[src/rtl/hazard3_timer_sched_pkg.sv]
// Shared types and constants for the mtimecmp deadline scheduler.
package hazard3_timer_sched_pkg;

   localparam int unsigned DL_W       = 64;
   localparam int unsigned SETTLE_LEN = 2;
   localparam int unsigned SETTLE_W   = 2;
   localparam logic [DL_W-1:0] CMP_DISABLE = 64'hFFFF_FFFF_FFFF_FFFF;

   typedef enum logic [2:0] {
      ST_RESET_PROG = 3'd0,
      ST_CALC       = 3'd1,
      ST_WR_LO_MAX  = 3'd2,
      ST_WR_HI      = 3'd3,
      ST_WR_LO      = 3'd4,
      ST_SETTLE     = 3'd5,
      ST_WAIT       = 3'd6,
      ST_EXPIRE     = 3'd7
   } state_e;

   typedef struct packed {
      logic [15:0] addr;
      logic [31:0] data;
   } apb_wr_t;

endpackage

[src/rtl/hazard3_timer_sched_min.sv]
// Combinational earliest-deadline finder; ties resolve to the lowest index.
module hazard3_timer_sched_min
   import hazard3_timer_sched_pkg::*;
#(
   parameter int unsigned N_SLOTS = 4
)(
   input  logic [N_SLOTS-1:0]           i_armed,
   input  logic [N_SLOTS-1:0][DL_W-1:0] i_deadline,
   output logic [DL_W-1:0]              o_min_c,
   output logic                         o_none_armed_c
);

   always_comb begin
      o_min_c        = CMP_DISABLE;
      o_none_armed_c = 1'b1;
      for (int unsigned i = 0; i < N_SLOTS; i++) begin
         if (i_armed[i] && (o_none_armed_c || (i_deadline[i] < o_min_c))) begin
            o_min_c        = i_deadline[i];
            o_none_armed_c = 1'b0;
         end
      end
   end

endmodule

[src/rtl/hazard3_timer_sched.sv]
// Multiplexes N_SLOTS deadlines onto one mtimecmp over APB, firing expired slots.
// mtimecmp is raised to all-ones before the high word changes so it never dips below target.
module hazard3_timer_sched
   import hazard3_timer_sched_pkg::*;
#(
   parameter int unsigned N_SLOTS     = 4,
   parameter logic [15:0] CMP_LO_ADDR = 16'h0010,
   parameter logic [15:0] CMP_HI_ADDR = 16'h0014
)(
   input  logic                       clk,
   input  logic                       rst_n,
   input  logic                       slot_wen,
   input  logic                       slot_clr,
   input  logic [$clog2(N_SLOTS)-1:0] slot_idx,
   input  logic [63:0]                slot_deadline,
   output logic [N_SLOTS-1:0]         armed,
   output logic [N_SLOTS-1:0]         fire,
   output logic                       busy,
   output logic [15:0]                paddr,
   output logic                       psel,
   output logic                       penable,
   output logic                       pwrite,
   output logic [31:0]                pwdata,
   input  logic                       pready,
   input  logic                       timer_irq
);

   localparam int unsigned IDX_W = $clog2(N_SLOTS);

   state_e                   r_state, w_state_nxt;
   logic                     r_acc, w_acc_nxt;
   logic [SETTLE_W-1:0]      r_settle, w_settle_nxt;
   logic                     r_dirty, w_dirty_nxt;
   logic [DL_W-1:0]          r_cmp, w_cmp_nxt;
   logic [N_SLOTS-1:0]       r_armed;
   logic [N_SLOTS-1:0][DL_W-1:0] r_deadline;
   logic [N_SLOTS-1:0]       r_fire, w_fire_nxt;
   logic                     r_busy, w_busy_nxt;
   logic                     r_psel, w_psel_nxt;
   logic                     r_penable, w_penable_nxt;
   apb_wr_t                  r_wr, w_wr_nxt;
   logic [DL_W-1:0]          w_target;
   logic                     w_none_armed;
   logic                     w_store_chg;
   logic [N_SLOTS-1:0]       w_wen_mask;
   logic [N_SLOTS-1:0]       w_clr_mask;

   hazard3_timer_sched_min #(.N_SLOTS(N_SLOTS)) u_min (
      .i_armed        (r_armed),
      .i_deadline     (r_deadline),
      .o_min_c        (w_target),
      .o_none_armed_c (w_none_armed)
   );

   assign w_store_chg = slot_wen | slot_clr;

   always_comb begin
      w_wen_mask = '0;
      w_clr_mask = '0;
      for (int unsigned i = 0; i < N_SLOTS; i++) begin
         w_wen_mask[i] = slot_wen && (slot_idx == IDX_W'(i));
         w_clr_mask[i] = slot_clr && !slot_wen && (slot_idx == IDX_W'(i));
      end
   end

   // Slot store: a write always wins over clear and over expiry disarm.
   always_ff @(posedge clk or negedge rst_n) begin
      if (!rst_n) begin
         r_armed    <= '0;
         r_deadline <= '0;
      end else begin
         for (int unsigned i = 0; i < N_SLOTS; i++) begin
            if (w_wen_mask[i]) begin
               r_armed[i]    <= 1'b1;
               r_deadline[i] <= slot_deadline;
            end else if (w_clr_mask[i]) begin
               r_armed[i]    <= 1'b0;
            end else if ((r_state == ST_EXPIRE) && r_fire[i]) begin
               r_armed[i]    <= 1'b0;
            end
         end
      end
   end

   always_ff @(posedge clk or negedge rst_n) begin
      if (!rst_n) begin
         r_state   <= ST_RESET_PROG;
         r_acc     <= 1'b0;
         r_settle  <= '0;
         r_dirty   <= 1'b1;
         r_cmp     <= CMP_DISABLE;
         r_fire    <= '0;
         r_busy    <= 1'b0;
         r_psel    <= 1'b0;
         r_penable <= 1'b0;
         r_wr      <= '0;
      end else begin
         r_state   <= w_state_nxt;
         r_acc     <= w_acc_nxt;
         r_settle  <= w_settle_nxt;
         r_dirty   <= w_dirty_nxt;
         r_cmp     <= w_cmp_nxt;
         r_fire    <= w_fire_nxt;
         r_busy    <= w_busy_nxt;
         r_psel    <= w_psel_nxt;
         r_penable <= w_penable_nxt;
         r_wr      <= w_wr_nxt;
      end
   end

   // Next state; APB and status outputs are registered from the next state.
   always_comb begin
      w_state_nxt  = r_state;
      w_acc_nxt    = r_acc;
      w_settle_nxt = r_settle;
      w_dirty_nxt  = r_dirty | w_store_chg;
      w_cmp_nxt    = r_cmp;
      w_fire_nxt   = '0;
      w_wr_nxt     = '0;

      case (r_state)
         ST_RESET_PROG, ST_CALC: begin
            w_cmp_nxt   = w_target;
            w_dirty_nxt = w_store_chg;
            w_acc_nxt   = 1'b0;
            w_state_nxt = ST_WR_LO_MAX;
         end
         ST_WR_LO_MAX, ST_WR_HI, ST_WR_LO: begin
            if (!r_acc) begin
               w_acc_nxt = 1'b1;
            end else if (pready) begin
               w_acc_nxt    = 1'b0;
               w_settle_nxt = '0;
               case (r_state)
                  ST_WR_LO_MAX: w_state_nxt = ST_WR_HI;
                  ST_WR_HI:     w_state_nxt = ST_WR_LO;
                  default:      w_state_nxt = ST_SETTLE;
               endcase
            end
         end
         ST_SETTLE: begin
            if (r_settle == SETTLE_W'(SETTLE_LEN - 1)) begin
               w_state_nxt = (r_dirty || w_store_chg) ? ST_CALC : ST_WAIT;
            end else begin
               w_settle_nxt = r_settle + SETTLE_W'(1);
            end
         end
         ST_WAIT: begin
            if (timer_irq && !w_none_armed) begin
               w_state_nxt = ST_EXPIRE;
               for (int unsigned i = 0; i < N_SLOTS; i++) begin
                  w_fire_nxt[i] = r_armed[i] && (r_deadline[i] <= r_cmp) && !w_wen_mask[i];
               end
            end else if (r_dirty || w_store_chg) begin
               w_state_nxt = ST_CALC;
            end
         end
         ST_EXPIRE: w_state_nxt = ST_CALC;
         default:   w_state_nxt = ST_RESET_PROG;
      endcase

      w_busy_nxt    = (w_state_nxt != ST_WAIT) && (w_state_nxt != ST_EXPIRE) &&
                      (w_state_nxt != ST_RESET_PROG);
      w_psel_nxt    = (w_state_nxt == ST_WR_LO_MAX) || (w_state_nxt == ST_WR_HI) ||
                      (w_state_nxt == ST_WR_LO);
      w_penable_nxt = w_psel_nxt && w_acc_nxt;

      case (w_state_nxt)
         ST_WR_LO_MAX: w_wr_nxt = '{addr: CMP_LO_ADDR, data: CMP_DISABLE[31:0]};
         ST_WR_HI:     w_wr_nxt = '{addr: CMP_HI_ADDR, data: r_cmp[63:32]};
         ST_WR_LO:     w_wr_nxt = '{addr: CMP_LO_ADDR, data: r_cmp[31:0]};
         default:      w_wr_nxt = '0;
      endcase
   end

   assign armed   = r_armed;
   assign fire    = r_fire;
   assign busy    = r_busy;
   assign psel    = r_psel;
   assign penable = r_penable;
   assign pwrite  = r_psel;
   assign paddr   = r_wr.addr;
   assign pwdata  = r_wr.data;

endmodule

[config.mk]
export PLATFORM = sky130hd
export DESIGN_NAME = hazard3_timer_sched
export DESIGN_NICKNAME = d
export VERILOG_FILES = /design/src/rtl/hazard3_timer_sched_pkg.sv /design/src/rtl/hazard3_timer_sched_min.sv /design/src/rtl/hazard3_timer_sched.sv
export SDC_FILE = /design/constraint.sdc
export NUM_CORES = 1
export LEC_CHECK = 0
export ABC_CLOCK_PERIOD_IN_PS = 9400
export BUFFER_PORTS_ARGS = -buffer_cell sky130_fd_sc_hd__clkbuf_2
export CAP_MARGIN = 0
export CELL_PAD_IN_SITES_DETAIL_PLACEMENT = 2
export CELL_PAD_IN_SITES_GLOBAL_PLACEMENT = 2
export CORE_ASPECT_RATIO = 1.25
export CORE_MARGIN = 5
export CORE_UTILIZATION = 42
export DETAILED_ROUTE_END_ITERATION = 16
export HOLD_SLACK_MARGIN = 0.08
export PLACE_DENSITY = 0.85
export SKIP_CTS_REPAIR_TIMING = 1
export SLEW_MARGIN = 10
export SYNTH_ARGS = -nofsm -noshare
export SYNTH_HDL_FRONTEND = slang
export SYNTH_SLANG_ARGS = --single-unit
[constraint.sdc]
create_clock -name clk -period 9.4 [get_ports clk]
set_input_delay 0.47 -clock clk [delete_from_list [all_inputs] [get_ports clk]]
set_output_delay 0.47 -clock clk [all_outputs]
set_load 0.05 [all_outputs]
==> results of run 1 <==
==> area by class of cell <==
type                       instances  area (µm²)  area share
multi-input combinational       1953       16400       0.541
sequential                       372        9390       0.311
timing repair buffer             189        1340      0.0445
clock buffer                      61        1240      0.0409
tap                              840        1050      0.0348
inverter                         144         546      0.0181
clock inverter                    17         282     0.00932
antenna                            3        7.51    0.000248
==> cells by family after synthesis <==
family                     share of synthesized area
AOI/OAI and AO/OA                              0.149
adders and majority gates                      0.209
buffers and inverters                         0.0413
DFF                                            0.353
muxes                                          0.146
other                                       0.000141
and+or+nand+nor                                0.102
==> cells in the mapped netlist, types with 10 or more instances <==
cell type	count
a211oi_1	10
a21o_1	94
a21oi_1	128
and2_1	66
buf_2	11
buf_4	16
clkbuf_1	72
dfrtp_1	307
dfstp_2	65
ha_1	445
inv_1	144
mux2_2	262
mux2_4	60
nand2_1	73
nand2b_1	30
nand3_1	28
nand4_1	100
nor2_1	121
nor2b_1	46
nor3_1	19
nor4_1	14
o211ai_1	11
o21a_1	28
o21ai_0	209
o22ai_1	130
==> per-layer routing <==
layer  share of wire  track usage  wire length [µm]  vias to the layer above
li1                -            -                 -                     9802
met1            0.37        0.350             43700                    11900
met2            0.49        0.543             57200                      937
met3           0.056       0.0444              6500                      445
met4           0.079        0.162              9180                        6
met5         0.00038            0                44                        -
==> worst paths after layout <==
| path | from | endpoint | slack, ns | cells after the start |
|---|---|---|---|---|
| max in group asynchronous | rst_n | r_deadline[213] | 7.36 | 3 |
| min in group asynchronous | rst_n | r_deadline[105] | 0.46 | 2 |
| worst min register to register | r_deadline[179] | r_deadline[179] | 0.58 | 1 |
| worst max-delay path | armed[0] | r_cmp[16] | -0.67 | 39 |
| worst max register to register | armed[0] | r_cmp[16] | -0.67 | 39 |
| worst min-delay path | slot_deadline[36] | r_deadline[36] | 0.16 | 2 |
==> critical path, delay by kind of cell (launching register included) <==
family	cells	cell delay, ns
flops	1	0.41
buf+inv	9	1.71
compound gates	18	4.49
mux	1	0.33
fa+ha+maj	3	0.93
simple gates	8	1.99
==> registers in the layout, indices dropped and copies added (netlist names), 2 cells and up <==
name / cells
r_deadline: 256
fire: 4
paddr: 2
r_settle: 2
r_state: 3
armed: 4
r_cmp: 64
pwdata: 32
==> cell usage in the layout (no fill, tap or decap), drive strengths merged, types with 14 or more instances in the layout <==
| master | count |
|---|---|
| nor2 | 121 |
| conb | 14 |
| mux2 | 322 |
| a21o | 94 |
| nand2 | 75 |
| nand2b | 30 |
| o21ai | 209 |
| and2 | 66 |
| a21oi | 129 |
| nor3 | 19 |
| clkbuf | 179 |
| o21a | 28 |
| nand3 | 28 |
| dfrtp | 307 |
| nor2b | 46 |
| nand4 | 100 |
| nor4 | 15 |
| dfstp | 65 |
| ha | 445 |
| buf | 70 |
| o22ai | 130 |
| inv | 144 |
==> power by group <==
part	total [mW]	leakage, nW	switching, mW	internal [mW]
registers	2.70	4.32	0.546	2.15
clock network	1.89	0.729	0.775	1.11
logic	6.41	9.05	3.99	2.42
==> per-stage QoR <==
stage | total power [mW] | setup TNS (ns) | utilization | setup slack (ns)
3_5_place_dp | 8.47 | -62.81 | 0.449 | -1.03
5_1_grt | 11.5 | -30.77 | 0.479 | -0.616
3_3_place_gp | 7.99 | -49.42 | 0.449 | -0.803
6_report | 11.0 | -31.31 | 0.480 | -0.674
4_1_cts | 10.5 | -70.86 | 0.473 | -1.20
2_1_floorplan | 6.27 | 0 | - | 0.910
==> results.py, run 1 <==
metrics = {
    "synthesis": {
        "synth_top_cell_by_area": "dfrtp_1",
        "ys_ff_latch": 372,
        "synthesis.area_um2": 26600,
        "async_reset_ff_frac": 1.00,
        "synth.avg_cell_area_um2": 10.4,
        "synth_flop_cell": "dfrtp_1",
        "synth_top_area_share": 0.289,
        "ys_types": 65,
        "ys_top_cells_by_area": "dfrtp_1, ha_1, mux2_2",
        "yosys_warnings": 0,
        "ys_seq_area_frac": 0.353,
        "synth_enable_flop_cells": 0,
        "synthCells": 2565,
    },
    "global_route": {
        "grt_max_degree": 104,
        "antenna_found_initial": 7,
        "grt_pass1_vias": 25400,
        "overflow": 0,
        "grt_usage": 0.304,
        "grt_pass1_wl_um": 161000,
    },
    "detailed_routing": {
        "vias": 23100,
        "drt_iter0_drc": 1540,
        "detail-route-antenna-nets": 0,
        "routed_wl_um": 117000,
        "route.detailed.drc": 0,
        "wire_per_inst_um": 32.6,
        "first_pass_iters": 7,
        "vias_per_cell": 6.45,
    },
    "placement": {
        "dp.cells": 3479,
        "dpl.hpwl_um": 81000,
        "place_congestion": 0.945,
        "placed_cell_area_um2": 28300,
        "io_buffers": 117,
    },
    "setup_path": {
        "cp.required_ns": 9.87,
        "cp.arrival_ns": 10.54,
        "crit_path_start_kind": "register",
        "max_stage_delay_ns": 0.54,
        "crit_path_end_kind": "register",
        "slowest_stage": "nor4_4",
        "crit_type": "reg -> reg",
        "cp_max_fo": 42,
    },
    "floorplan": {
        "start_util": 0.422,
        "die_area_um2": 68500,
        "die_x_um": 235,
        "die_y_um": 291,
        "core_area_um2": 63000,
        "std_cell_rows": 103,
        "io_pins": 132,
    },
    "clock_tree": {
        "htree_num_levels": 2,
        "clkSinkCount": 372,
        "clkSlewWorstSetupHoldPaths_ns": 0.06,
        "clk_path_buf_depth": 3,
        "worstSkewPairLatency_ns": 0.60,
        "tritoncts": "built",
        "cts_buffers": 44,
        "clock-root-buffer": "clkbuf_16",
    },
    "power_and_ir_drop": {
        "p_leak_nw": 14.1,
        "vdd_ir_drop_max_mv": 0.167,
        "p_per_area_nw_per_um2": 364,
    },
    "finish": {
        "n_fill_cell": 6430,
        "drive_gt1_frac": 0.246,
        "area_delta_synth_final_pct": 13.5,
        "fin_cells": 3579,
        "finalNetCount": 3221,
        "stdcell_area_um2": 30200,
    },
    "hold_path": {
        "hold_path_class": "in -> reg",
    },
    "job": {
        "cap_violations": 0,
    },
    "sta": {
        "fmax_mhz": 99.3,
        "whs_ns": 0.165,
        "timing.slew.headroom": 0.143,
        "skew_ns": 0.0179,
        "hold_viol": 0,
        "slew_viol_final": 0,
        "layout_min_cycle_time_ns": 10.07,
        "fin_crit_sh": 1.07,
        "worstMarginPinSlew_ns": 1.28,
        "finalSetupViolations": 64,
        "layout_setup_ws_ns": -0.674,
    },
    "outcome": {
        "status": "finished, violations left",
        "violations": "negative setup slack",
    },
}
No activity file was read; power rests on OpenSTA's default activity.
==> run 2, diff against run 1 <==
--- a/config.mk
+++ b/config.mk
@@ -5,17 +5,18 @@
 export SDC_FILE = /design/constraint.sdc
 export NUM_CORES = 1
 export LEC_CHECK = 0
-export ABC_CLOCK_PERIOD_IN_PS = 9400
+export ABC_AREA = 1
+export ABC_CLOCK_PERIOD_IN_PS = 9550
 export BUFFER_PORTS_ARGS = -buffer_cell sky130_fd_sc_hd__clkbuf_2
 export CAP_MARGIN = 0
 export CELL_PAD_IN_SITES_DETAIL_PLACEMENT = 2
 export CELL_PAD_IN_SITES_GLOBAL_PLACEMENT = 2
 export CORE_ASPECT_RATIO = 1.25
 export CORE_MARGIN = 5
-export CORE_UTILIZATION = 42
+export CORE_UTILIZATION = 38
 export DETAILED_ROUTE_END_ITERATION = 16
 export HOLD_SLACK_MARGIN = 0.08
-export PLACE_DENSITY = 0.85
+export PLACE_DENSITY = 0.84
 export SKIP_CTS_REPAIR_TIMING = 1
 export SLEW_MARGIN = 10
 export SYNTH_ARGS = -nofsm -noshare
==> constraint.sdc (replaced) <==
create_clock -name clk -period 9.55 [get_ports clk]
set_input_delay 0.4775 -clock clk [delete_from_list [all_inputs] [get_ports clk]]
set_output_delay 0.4775 -clock clk [all_outputs]
set_load 0.05 [all_outputs]
==> run 2 against run 1 <==
Against the previous run: cell count grew 20%; die area grew 9.1%; area after synthesis shrank 0.95%; the flow now finishes without violations; critical path type unchanged; worst hold slack lost 0.049 ns; sequential share of layout area grew 0.89 points; power shrank 18%; via count grew 7.1%.
==> results.py, run 2 <==
metrics = {
    "clock_tree": {
        "clkSlewWorstSetupHoldPaths_ns": 0.06,
        "tritoncts": "built",
        "cts_buffers": 44,
        "clkSinkCount": 372,
        "clock-root-buffer": "clkbuf_16",
        "htree_num_levels": 2,
        "clk_path_buf_depth": 3,
        "worstSkewPairLatency_ns": 0.59,
    },
    "sta": {
        "slew_viol_final": 0,
        "rsz0062_at_grt": "no",
        "layout_min_cycle_time_ns": 9.13,
        "fmax_mhz": 110,
        "hold_viol": 0,
        "finalSetupViolations": 0,
        "skew_ns": 0.0210,
        "worstMarginPinSlew_ns": 1.12,
        "fin_crit_sh": 0.956,
        "timing.slew.headroom": 0.253,
        "setup_tns_ns": 0,
    },
    "detailed_routing": {
        "detail-route-antenna-nets": 0,
        "vias_per_cell": 5.78,
        "first_pass_iters": 5,
        "routed_wl_um": 108000,
        "drt_iter0_drc": 1257,
        "vias": 24700,
        "wire_per_inst_um": 25.2,
        "route.detailed.drc": 0,
    },
    "synthesis": {
        "ys_types": 47,
        "synthCells": 3246,
        "synth_most_common_cell": "nand2_1",
        "synth-compound-area-share": 0.158,
        "synth-simple-area-share": 0.211,
        "synth_top_area_share": 0.291,
        "ys_ff_latch": 372,
        "yosys.area_share.adder": 0.211,
        "async_reset_ff_frac": 1.00,
        "synthesis.area_um2": 26400,
        "synth_commonest_cells": "nand2_1, ha_1, o21ai_0",
        "ys_seq_area_frac": 0.356,
        "ys_top_cells_by_area": "dfrtp_1, ha_1, nand2_1",
        "synth_top_family_by_area": "adder cells",
        "synth_top_cell_by_area": "dfrtp_1",
        "synth_flop_cell": "dfrtp_1",
        "synth.avg_cell_area_um2": 8.12,
        "synth-xor-area-share": 0,
        "synth.area.mux_share": 0,
        "synth_enable_flop_cells": 0,
        "yosys_warnings": 0,
    },
    "power_and_ir_drop": {
        "p_per_area_nw_per_um2": 306,
        "p_leak_nw": 14.5,
        "vdd_ir_drop_max_mv": 0.163,
    },
    "setup_path": {
        "max_stage_delay_ns": 0.50,
        "crit_path_start_kind": "register",
        "crit_top_cell": "nand2_1",
        "cp.arrival_ns": 9.65,
        "crit_path_end_kind": "register",
        "cp.required_ns": 10.07,
        "crit_type": "reg -> reg",
        "slowest_stage": "dfrtp_1",
        "cp_max_fo": 60,
    },
    "floorplan": {
        "die_y_um": 304,
        "io_pins": 132,
        "std_cell_rows": 108,
        "core_area_um2": 69200,
        "die_area_um2": 74800,
        "start_util": 0.381,
        "die_x_um": 246,
    },
    "finish": {
        "area_delta_synth_final_pct": 11.5,
        "n_fill_cell": 7935,
        "top_register": "r_deadline",
        "utilization": 0.425,
        "drive_gt1_frac": 0.111,
        "final_cell_mix": "nand2_1, ha_1, o21ai_0",
        "stdcell_area_um2": 29400,
        "final_common_cell": "nand2_1",
        "largest_register_ffs": 256,
        "fin_cells": 4278,
        "finalNetCount": 3825,
    },
    "global_route": {
        "overflow": 0,
        "grt_max_degree": 88,
        "grt_usage": 0.281,
        "grt_pass1_vias": 28200,
        "antenna_found_initial": 2,
        "grt_pass1_wl_um": 165000,
    },
    "placement": {
        "placed_cell_area_um2": 27800,
        "place_congestion": 0.928,
        "dpl.hpwl_um": 82700,
        "dp.cells": 4196,
        "io_buffers": 117,
    },
    "hold_path": {
        "hold_path_class": "in -> reg",
    },
    "job": {
        "cap_violations": 0,
    },
    "outcome": {
        "status": "finished clean",
    },
}
[run 2: final cells by class]
class / instances / area (µm²) / share of cell area
clock buffer: 63 / 1270 / 0.0433
antenna: 1 / 2.50 / 0.0000852
timing repair buffer: 148 / 916 / 0.0312
sequential: 372 / 9390 / 0.320
clock inverter: 17 / 196 / 0.00668
tap: 935 / 1170 / 0.0398
inverter: 270 / 1020 / 0.0347
multi-input combinational: 2472 / 15400 / 0.525
[run 2: power breakdown]
group	switching [mW]	internal [mW]	leakage [nW]
clock network	0.740	1.03	0.720
logic	3.30	1.46	9.34
registers	0.387	2.08	4.45
total	4.43	4.58	14.5
[run 2: cells by family after synthesis]
logic type | after synthesis
AND/OR/NAND/NOR | 1265
adder cells (fa/ha/maj) | 445
buffers and inverters | 415
AO/OA/AOI/OAI | 748
flip-flops | 372
other | 1
[run 2: critical path, delay by kind of cell, from the launching register on]
family,cells,cell delay (ns)
compound gates,11,2.96
simple gates,24,2.80
buf+inv,7,1.65
fa+ha+maj,3,1.01
flops,1,0.50
[run 2: through the flow]
step | hold WS (ns) | total power [mW] | worst slack (ns)
finish | 0.116 | 9.00 | 0.419
global route | 0.119 | 9.60 | 0.0379
CTS | -0.0804 | 9.00 | -0.794
detailed placement | 0.462 | 7.13 | -0.770
global placement | 0.455 | 6.72 | -0.622
floorplan | 0.182 | 5.38 | 2.65
[run 2: layer usage]
metal | GRT usage | vias up | part of all wire
li1 | - | 11300 | -
met1 | 0.336 | 12700 | 0.41
met2 | 0.506 | 464 | 0.50
met3 | 0.0358 | 242 | 0.034
met4 | 0.116 | 2 | 0.046
met5 | 0 | - | 0.00018
[run 2: final timing paths]
check                                   from               to  slack (ns)  cells after the start
min reg2reg                        r_cmp[25]        r_cmp[25]        0.47                      2
max in group asynchronous              rst_n  r_deadline[171]        6.89                      4
min in group asynchronous              rst_n   r_deadline[27]        0.49                      2
max reg2reg                         armed[0]        r_cmp[23]        0.42                     45
min                        slot_deadline[47]  r_deadline[239]        0.12                      3
max                                 armed[0]        r_cmp[23]        0.42                     45
